### config.mk
export PLATFORM = sky130hd
export DESIGN_NAME = morse_symbol_buffer
export DESIGN_NICKNAME = d
export VERILOG_FILES = /design/src/rtl/morse_symbol_buffer.sv
export SDC_FILE = /design/constraint.sdc
export NUM_CORES = 1
export LEC_CHECK = 0
export CORE_UTILIZATION = 63
export CTS_BUF_LIST = sky130_fd_sc_hd__clkbuf_16
export DETAILED_ROUTE_END_ITERATION = 10
export DONT_BUFFER_PORTS = 1
export PLACE_DENSITY_LB_ADDON = 0.12
export RECOVER_POWER = 25
export SYNTH_ARGS = -nofsm -noshare
export SYNTH_HDL_FRONTEND = slang
export SYNTH_SLANG_ARGS = --single-unit
### constraint.sdc
create_clock -name clk -period 2.7 [get_ports clk]
set_clock_uncertainty 0.1 [all_clocks]
set_input_delay 0.405 -clock clk [delete_from_list [all_inputs] [get_ports clk]]
set_output_delay 0.405 -clock clk [all_outputs]
set_load 0.02 [all_outputs]
### src/rtl/morse_symbol_buffer.sv
// morse_symbol_buffer
//
// Morse entry engine. Debounced, edge-detected key pulses build the current
// symbol. A symbol is stored as an element count plus a bit vector, where
// element i is bit i and a 1 means dash. Finished symbols are committed into
// a DEPTH-slot message buffer that the letter-decode/display logic reads.
// A commit with an empty symbol stores a length-0 slot, which marks a word gap.
// An optional idle timeout commits a non-empty symbol automatically.
//
// Ports
//   clk       system clock
//   rst       synchronous, active-high reset
//   clear     level; empties the symbol and the buffer while held
//   dot_p     one-cycle pulse: append a dot
//   dash_p    one-cycle pulse: append a dash
//   del_p     one-cycle pulse: delete the last element, or the last slot
//             when the symbol is empty
//   commit_p  one-cycle pulse: commit the current symbol
//   cur_len   number of elements in the current symbol
//   cur_bits  current elements (1 = dash); bits at or above cur_len are 0
//   msg_data  slot k at [k*SLOT_W +: SLOT_W] = {len, bits}
//   msg_cnt   number of committed slots, 0..DEPTH
//   full      msg_cnt == DEPTH (combinational)
//   sym_err   sticky: element pushed into a symbol that was already at MAX_LEN
//   ovf       sticky: commit attempted while the buffer was full
//   commit_v  one-cycle pulse: a slot was written on the previous edge
//
// Only one action happens per cycle. The priority order is
// rst > clear > commit/timeout > del > dash > dot.
// Lower-priority pulses that arrive in the same cycle are dropped.

module morse_symbol_buffer #(
    parameter int MAX_LEN     = 6,
    parameter int DEPTH       = 8,
    parameter int TIMEOUT_CYC = 0
) (
    input  logic                                            clk,
    input  logic                                            rst,
    input  logic                                            clear,
    input  logic                                            dot_p,
    input  logic                                            dash_p,
    input  logic                                            del_p,
    input  logic                                            commit_p,
    output logic [$clog2(MAX_LEN+1)-1:0]                    cur_len,
    output logic [MAX_LEN-1:0]                              cur_bits,
    output logic [DEPTH*($clog2(MAX_LEN+1)+MAX_LEN)-1:0]    msg_data,
    output logic [$clog2(DEPTH+1)-1:0]                      msg_cnt,
    output logic                                            full,
    output logic                                            sym_err,
    output logic                                            ovf,
    output logic                                            commit_v
);

    localparam int LW     = $clog2(MAX_LEN + 1);
    localparam int CW     = $clog2(DEPTH + 1);
    localparam int SLOT_W = LW + MAX_LEN;
    // The idle counter keeps at least one bit, so the logic stays legal
    // when the timeout is disabled or set to 1.
    localparam int TW     = (TIMEOUT_CYC < 1) ? 1 : $clog2(TIMEOUT_CYC + 1);

    logic [LW-1:0]      cur_len_q,  cur_len_d;
    logic [MAX_LEN-1:0] cur_bits_q, cur_bits_d;
    logic [SLOT_W-1:0]  slot_q [DEPTH];
    logic [SLOT_W-1:0]  slot_d [DEPTH];
    logic [CW-1:0]      msg_cnt_q,  msg_cnt_d;
    logic               sym_err_q,  sym_err_d;
    logic               ovf_q,      ovf_d;
    logic               commit_v_q, commit_v_d;
    logic [TW-1:0]      idle_q,     idle_d;

    logic               full_w;
    logic               any_pulse;
    logic               timeout_fire;

    assign full_w    = (msg_cnt_q == CW'(DEPTH));
    assign any_pulse = dot_p | dash_p | del_p | commit_p;

    // The counter has already seen TIMEOUT_CYC-1 idle cycles. This cycle is
    // the TIMEOUT_CYC-th idle one, so the commit is applied on this edge.
    always_comb begin
        timeout_fire = 1'b0;
        if (TIMEOUT_CYC > 0) begin
            timeout_fire = !clear && !any_pulse && (cur_len_q != '0) &&
                           (idle_q == TW'(TIMEOUT_CYC - 1));
        end
    end

    always_comb begin
        cur_len_d  = cur_len_q;
        cur_bits_d = cur_bits_q;
        slot_d     = slot_q;
        msg_cnt_d  = msg_cnt_q;
        sym_err_d  = sym_err_q;
        ovf_d      = ovf_q;
        commit_v_d = 1'b0;
        idle_d     = idle_q;

        if (clear) begin
            cur_len_d  = '0;
            cur_bits_d = '0;
            for (int k = 0; k < DEPTH; k++) begin
                slot_d[k] = '0;
            end
            msg_cnt_d  = '0;
            sym_err_d  = 1'b0;
            ovf_d      = 1'b0;
            idle_d     = '0;
        end else if (commit_p || timeout_fire) begin
            if (!full_w) begin
                for (int k = 0; k < DEPTH; k++) begin
                    if (CW'(k) == msg_cnt_q) begin
                        slot_d[k] = {cur_len_q, cur_bits_q};
                    end
                end
                msg_cnt_d  = msg_cnt_q + CW'(1);
                commit_v_d = 1'b1;
            end else begin
                ovf_d = 1'b1;
            end
            // The symbol is discarded even when the buffer is full, so the
            // operator can start the next symbol right away.
            cur_len_d  = '0;
            cur_bits_d = '0;
            sym_err_d  = 1'b0;
            idle_d     = '0;
        end else if (del_p) begin
            idle_d = '0;
            if (cur_len_q != '0) begin
                for (int i = 0; i < MAX_LEN; i++) begin
                    if (LW'(i) == cur_len_q - LW'(1)) begin
                        cur_bits_d[i] = 1'b0;
                    end
                end
                cur_len_d = cur_len_q - LW'(1);
                sym_err_d = 1'b0;
            end else if (msg_cnt_q != '0) begin
                // When the symbol is empty, delete reaches back into the buffer.
                for (int k = 0; k < DEPTH; k++) begin
                    if (CW'(k) == msg_cnt_q - CW'(1)) begin
                        slot_d[k] = '0;
                    end
                end
                msg_cnt_d = msg_cnt_q - CW'(1);
                ovf_d     = 1'b0;
            end
        end else if (dash_p || dot_p) begin
            idle_d = '0;
            if (cur_len_q < LW'(MAX_LEN)) begin
                for (int i = 0; i < MAX_LEN; i++) begin
                    if (LW'(i) == cur_len_q) begin
                        cur_bits_d[i] = dash_p;
                    end
                end
                cur_len_d = cur_len_q + LW'(1);
            end else begin
                sym_err_d = 1'b1;
            end
        end else if ((TIMEOUT_CYC > 0) && (cur_len_q != '0)) begin
            idle_d = idle_q + TW'(1);
        end else begin
            // The counter stays at zero while the symbol is empty, so a
            // timeout can never produce a word gap.
            idle_d = '0;
        end
    end

    always_ff @(posedge clk) begin
        if (rst) begin
            cur_len_q  <= '0;
            cur_bits_q <= '0;
            for (int k = 0; k < DEPTH; k++) begin
                slot_q[k] <= '0;
            end
            msg_cnt_q  <= '0;
            sym_err_q  <= 1'b0;
            ovf_q      <= 1'b0;
            commit_v_q <= 1'b0;
            idle_q     <= '0;
        end else begin
            cur_len_q  <= cur_len_d;
            cur_bits_q <= cur_bits_d;
            slot_q     <= slot_d;
            msg_cnt_q  <= msg_cnt_d;
            sym_err_q  <= sym_err_d;
            ovf_q      <= ovf_d;
            commit_v_q <= commit_v_d;
            idle_q     <= idle_d;
        end
    end

    for (genvar g = 0; g < DEPTH; g++) begin : g_slot
        assign msg_data[g*SLOT_W +: SLOT_W] = slot_q[g];
    end

    assign cur_len  = cur_len_q;
    assign cur_bits = cur_bits_q;
    assign msg_cnt  = msg_cnt_q;
    assign full     = full_w;
    assign sym_err  = sym_err_q;
    assign ovf      = ovf_q;
    assign commit_v = commit_v_q;

endmodule

==> impl_results.md <==
- Routed WL per cell: 21.5 microns
- Area delta synth->final: 7.01%
- Relative slew slack: 50.8%
- Kind of critical path: flop to flop
- H-tree lvl count: 3
- Sink Count: 88
- Syn Inst Count: 389
- Max Slew Vio Count: 0
- CTS Buf Count: 9
- Ys async rst share: 0%
- Die W: 82.0 microns
- Top_reg_cell synth: dfxtp_1
- Gate power share: 9.1%
- Worst-skew pair later-pin latency: 0.33 ns
- Iter 0 DRT Violations: 260
- Crit path time final: 2.51 ns
- Number of synthesized flops with an enable pin: 0
- Switching Share: 26.1%
- Vias: 3117
- Core Region: 6060 sq um
- Synth cell types: 64
- Final setup violation count: 0
- Input/output buffers: 0
- Startpoint Class: flop
- First-pass GRT wire length: 14900 microns
- Register Area: 1760 sq um
- Synth Cell Area: 4030 sq um
- CP arrival: 2.64 ns
- Pin slew with the least headroom to its limit: 0.738 ns
- #FFs+latches synth: 88
- Antenna viol nets, final: 0
- Root Buffer: clkbuf_16
- # diodes: 0
- CTS tree: done
- Final period util: 93.0%
- Post-Syn Nets: 410
- Outcome: complete, no violations
- Setup TNS Final: 0 ns
- MaxCap Viol Count: 0
- CTS clk-pin slew, worst paths: 0.07 ns
- Sequential power share: 48.1%
- Most frequent cells in the layout: dfxtp_1 (88), a32o_1 (36), nand2_1 (29)
- Commonest non-fill, non-tap cell in the layout: dfxtp_1
- Leak: 0.00169 uW
- Largest net degree at the start of global routing: 40
- DRT Pass-1 Iters: 5
- Final GP Congestion: 0.903
- Final wirelength: 9800 microns
- HP Class: primary input to flop
- Crit-path max FO: 11
- RSZ-0062 raised after global routing: false
- Via density: 6.85
- Fin nets: 396
- Power Internal: 2020 uW
- Drc violations: 0
- Multi-input gate area: 2050 sq um
- CTS max path bufs: 2
- Vias in the first global route: 2818
- DIE HEIGHT: 82.0 microns
- Rows: 28
- Io pins: 96
- Peak supply drop: 0.591 mV
- Hold Buf Count CTS: 0
- Initial antenna violation count: 0
- Fmax achieved: 0.398 GHz
- Resize count post-CTS: 0
- Psw: 715 uW
- Die area: 6730 sq um
- Final HPWL DP: 6620 microns
- Clock Power Share: 42.8%
- PwrDens: 634 nW/um^2
- Total track usage: 30.1%
- Avg Inst Size Synth: 10.4 sq um
- Initial core utilization: 66.6%
- Final Hold Vio Count: 0
- Setup crit end kind: flop
- Data required, critical path: 2.83 ns
- Worst Hold Slack: 0.0684 ns
- Layout cells sized above 1: 17.9%
- Seq/Total Area, Yosys: 43.7%
- # Post-CTS Setup Buffers: 0
- Fill cells: 474
- Overflow after GRT: 0
- Syn. warnings: 0
[cell type report]
cell class / instances / share of cell area [%]
clock buffer: 9 / 5.22
clock inverter: 7 / 1.28
inverter: 10 / 0.870
multi-input combinational: 254 / 47.6
sequential: 88 / 40.8
tap: 75 / 2.17
timing repair buffer: 12 / 2.09
[cells in the mapped netlist, types with 3 or more instances]
cell type	n	share of area, %
and2_1	12	1.9
a21oi_1	14	1.7
a22o_1	9	2.0
buf_6	5	1.4
mux2_4	9	3.3
nor2_1	14	1.3
a32o_2	9	2.5
buf_1	11	1.0
xnor2_1	3	0.65
ha_1	14	4.3
clkbuf_1	13	1.2
o21ai_1	9	1.1
or3_1	4	0.62
dfxtp_1	88	44
nand3b_1	6	1.1
nand2_1	29	2.7
o21ai_0	5	0.62
a31oi_1	3	0.47
a32o_1	36	8.9
inv_1	10	0.93
and3_1	12	1.9
buf_2	7	0.87
nor4_1	3	0.47
o211ai_2	3	0.93
a21bo_2	3	0.74
mux2i_1	4	0.99
nor3b_1	3	0.56
nand2b_1	5	0.78
[worst max-delay path, stage by stage, from the launching register on]
cell      delay [ns]
dfxtp_1         0.56
inv_1           0.17
ha_1            0.30
or3b_1          0.25
a22o_1          0.38
o211ai_2        0.29
a32o_1          0.34
[power by group through the flow]
stage / sequential (uW) / clock, uW / combinational [uW]
global placement: 1350 / 0 / 239
floorplan: 1350 / 0 / 206
CTS: 1320 / 1180 / 245
detailed placement: 1350 / 0 / 243
global route: 1320 / 1230 / 269
finish: 1320 / 1170 / 248
[stage by stage]
stage / instances / utilization (%) / power, uW / setup WS (ns) / instance area (sq um)
finish: 455 / 71.2 / 2740 / 0.188 / 4320
global route: 455 / 71.2 / 2810 / 0.0325 / 4320
CTS: 455 / 71.2 / 2740 / 0.195 / 4320
detailed placement: 439 / 66.6 / 1590 / 0.216 / 4040
global placement: 439 / 66.6 / 1590 / 0.279 / 4040
floorplan: 389 / - / 1560 / 0.288 / 4030
[cells by family after synthesis]
group           after synthesis  synth area share, %
compound gates              118                 26.5
xor+xnor                      4                0.869
fa+ha+maj                    14                 4.34
buf+inv                      47                 5.61
flops                        88                 43.7
mux                          13                 4.34
simple gates                105                 14.6
[routing by layer]
metal	vias up	part of all wire [%]	global-route usage (%)	wire, microns
li1	1448	-	-	-
met1	1522	44	39.8	4310
met2	131	47	46.5	4650
met3	16	7.1	9.22	695
met4	0	1.5	9.65	148
met5	-	0	0	0
[registers in the layout (all words and copies together) (netlist names)]
signal / count
msg_data: 72
cur_bits: 6
msg_cnt: 4
cur_len: 3
commit_v: 1
ovf: 1
sym_err: 1
[worst paths after layout]
check	slack (ns)	cells past startpoint	start	to
worst max register to register	0.19	6	msg_cnt[1]	msg_data[33]
worst min register to register	0.45	2	msg_data[71]	msg_data[71]
worst max-delay path	0.19	6	msg_cnt[1]	msg_data[33]
worst min-delay path	0.07	1	del_p	sym_err
(Power assumes the default switching activity.)
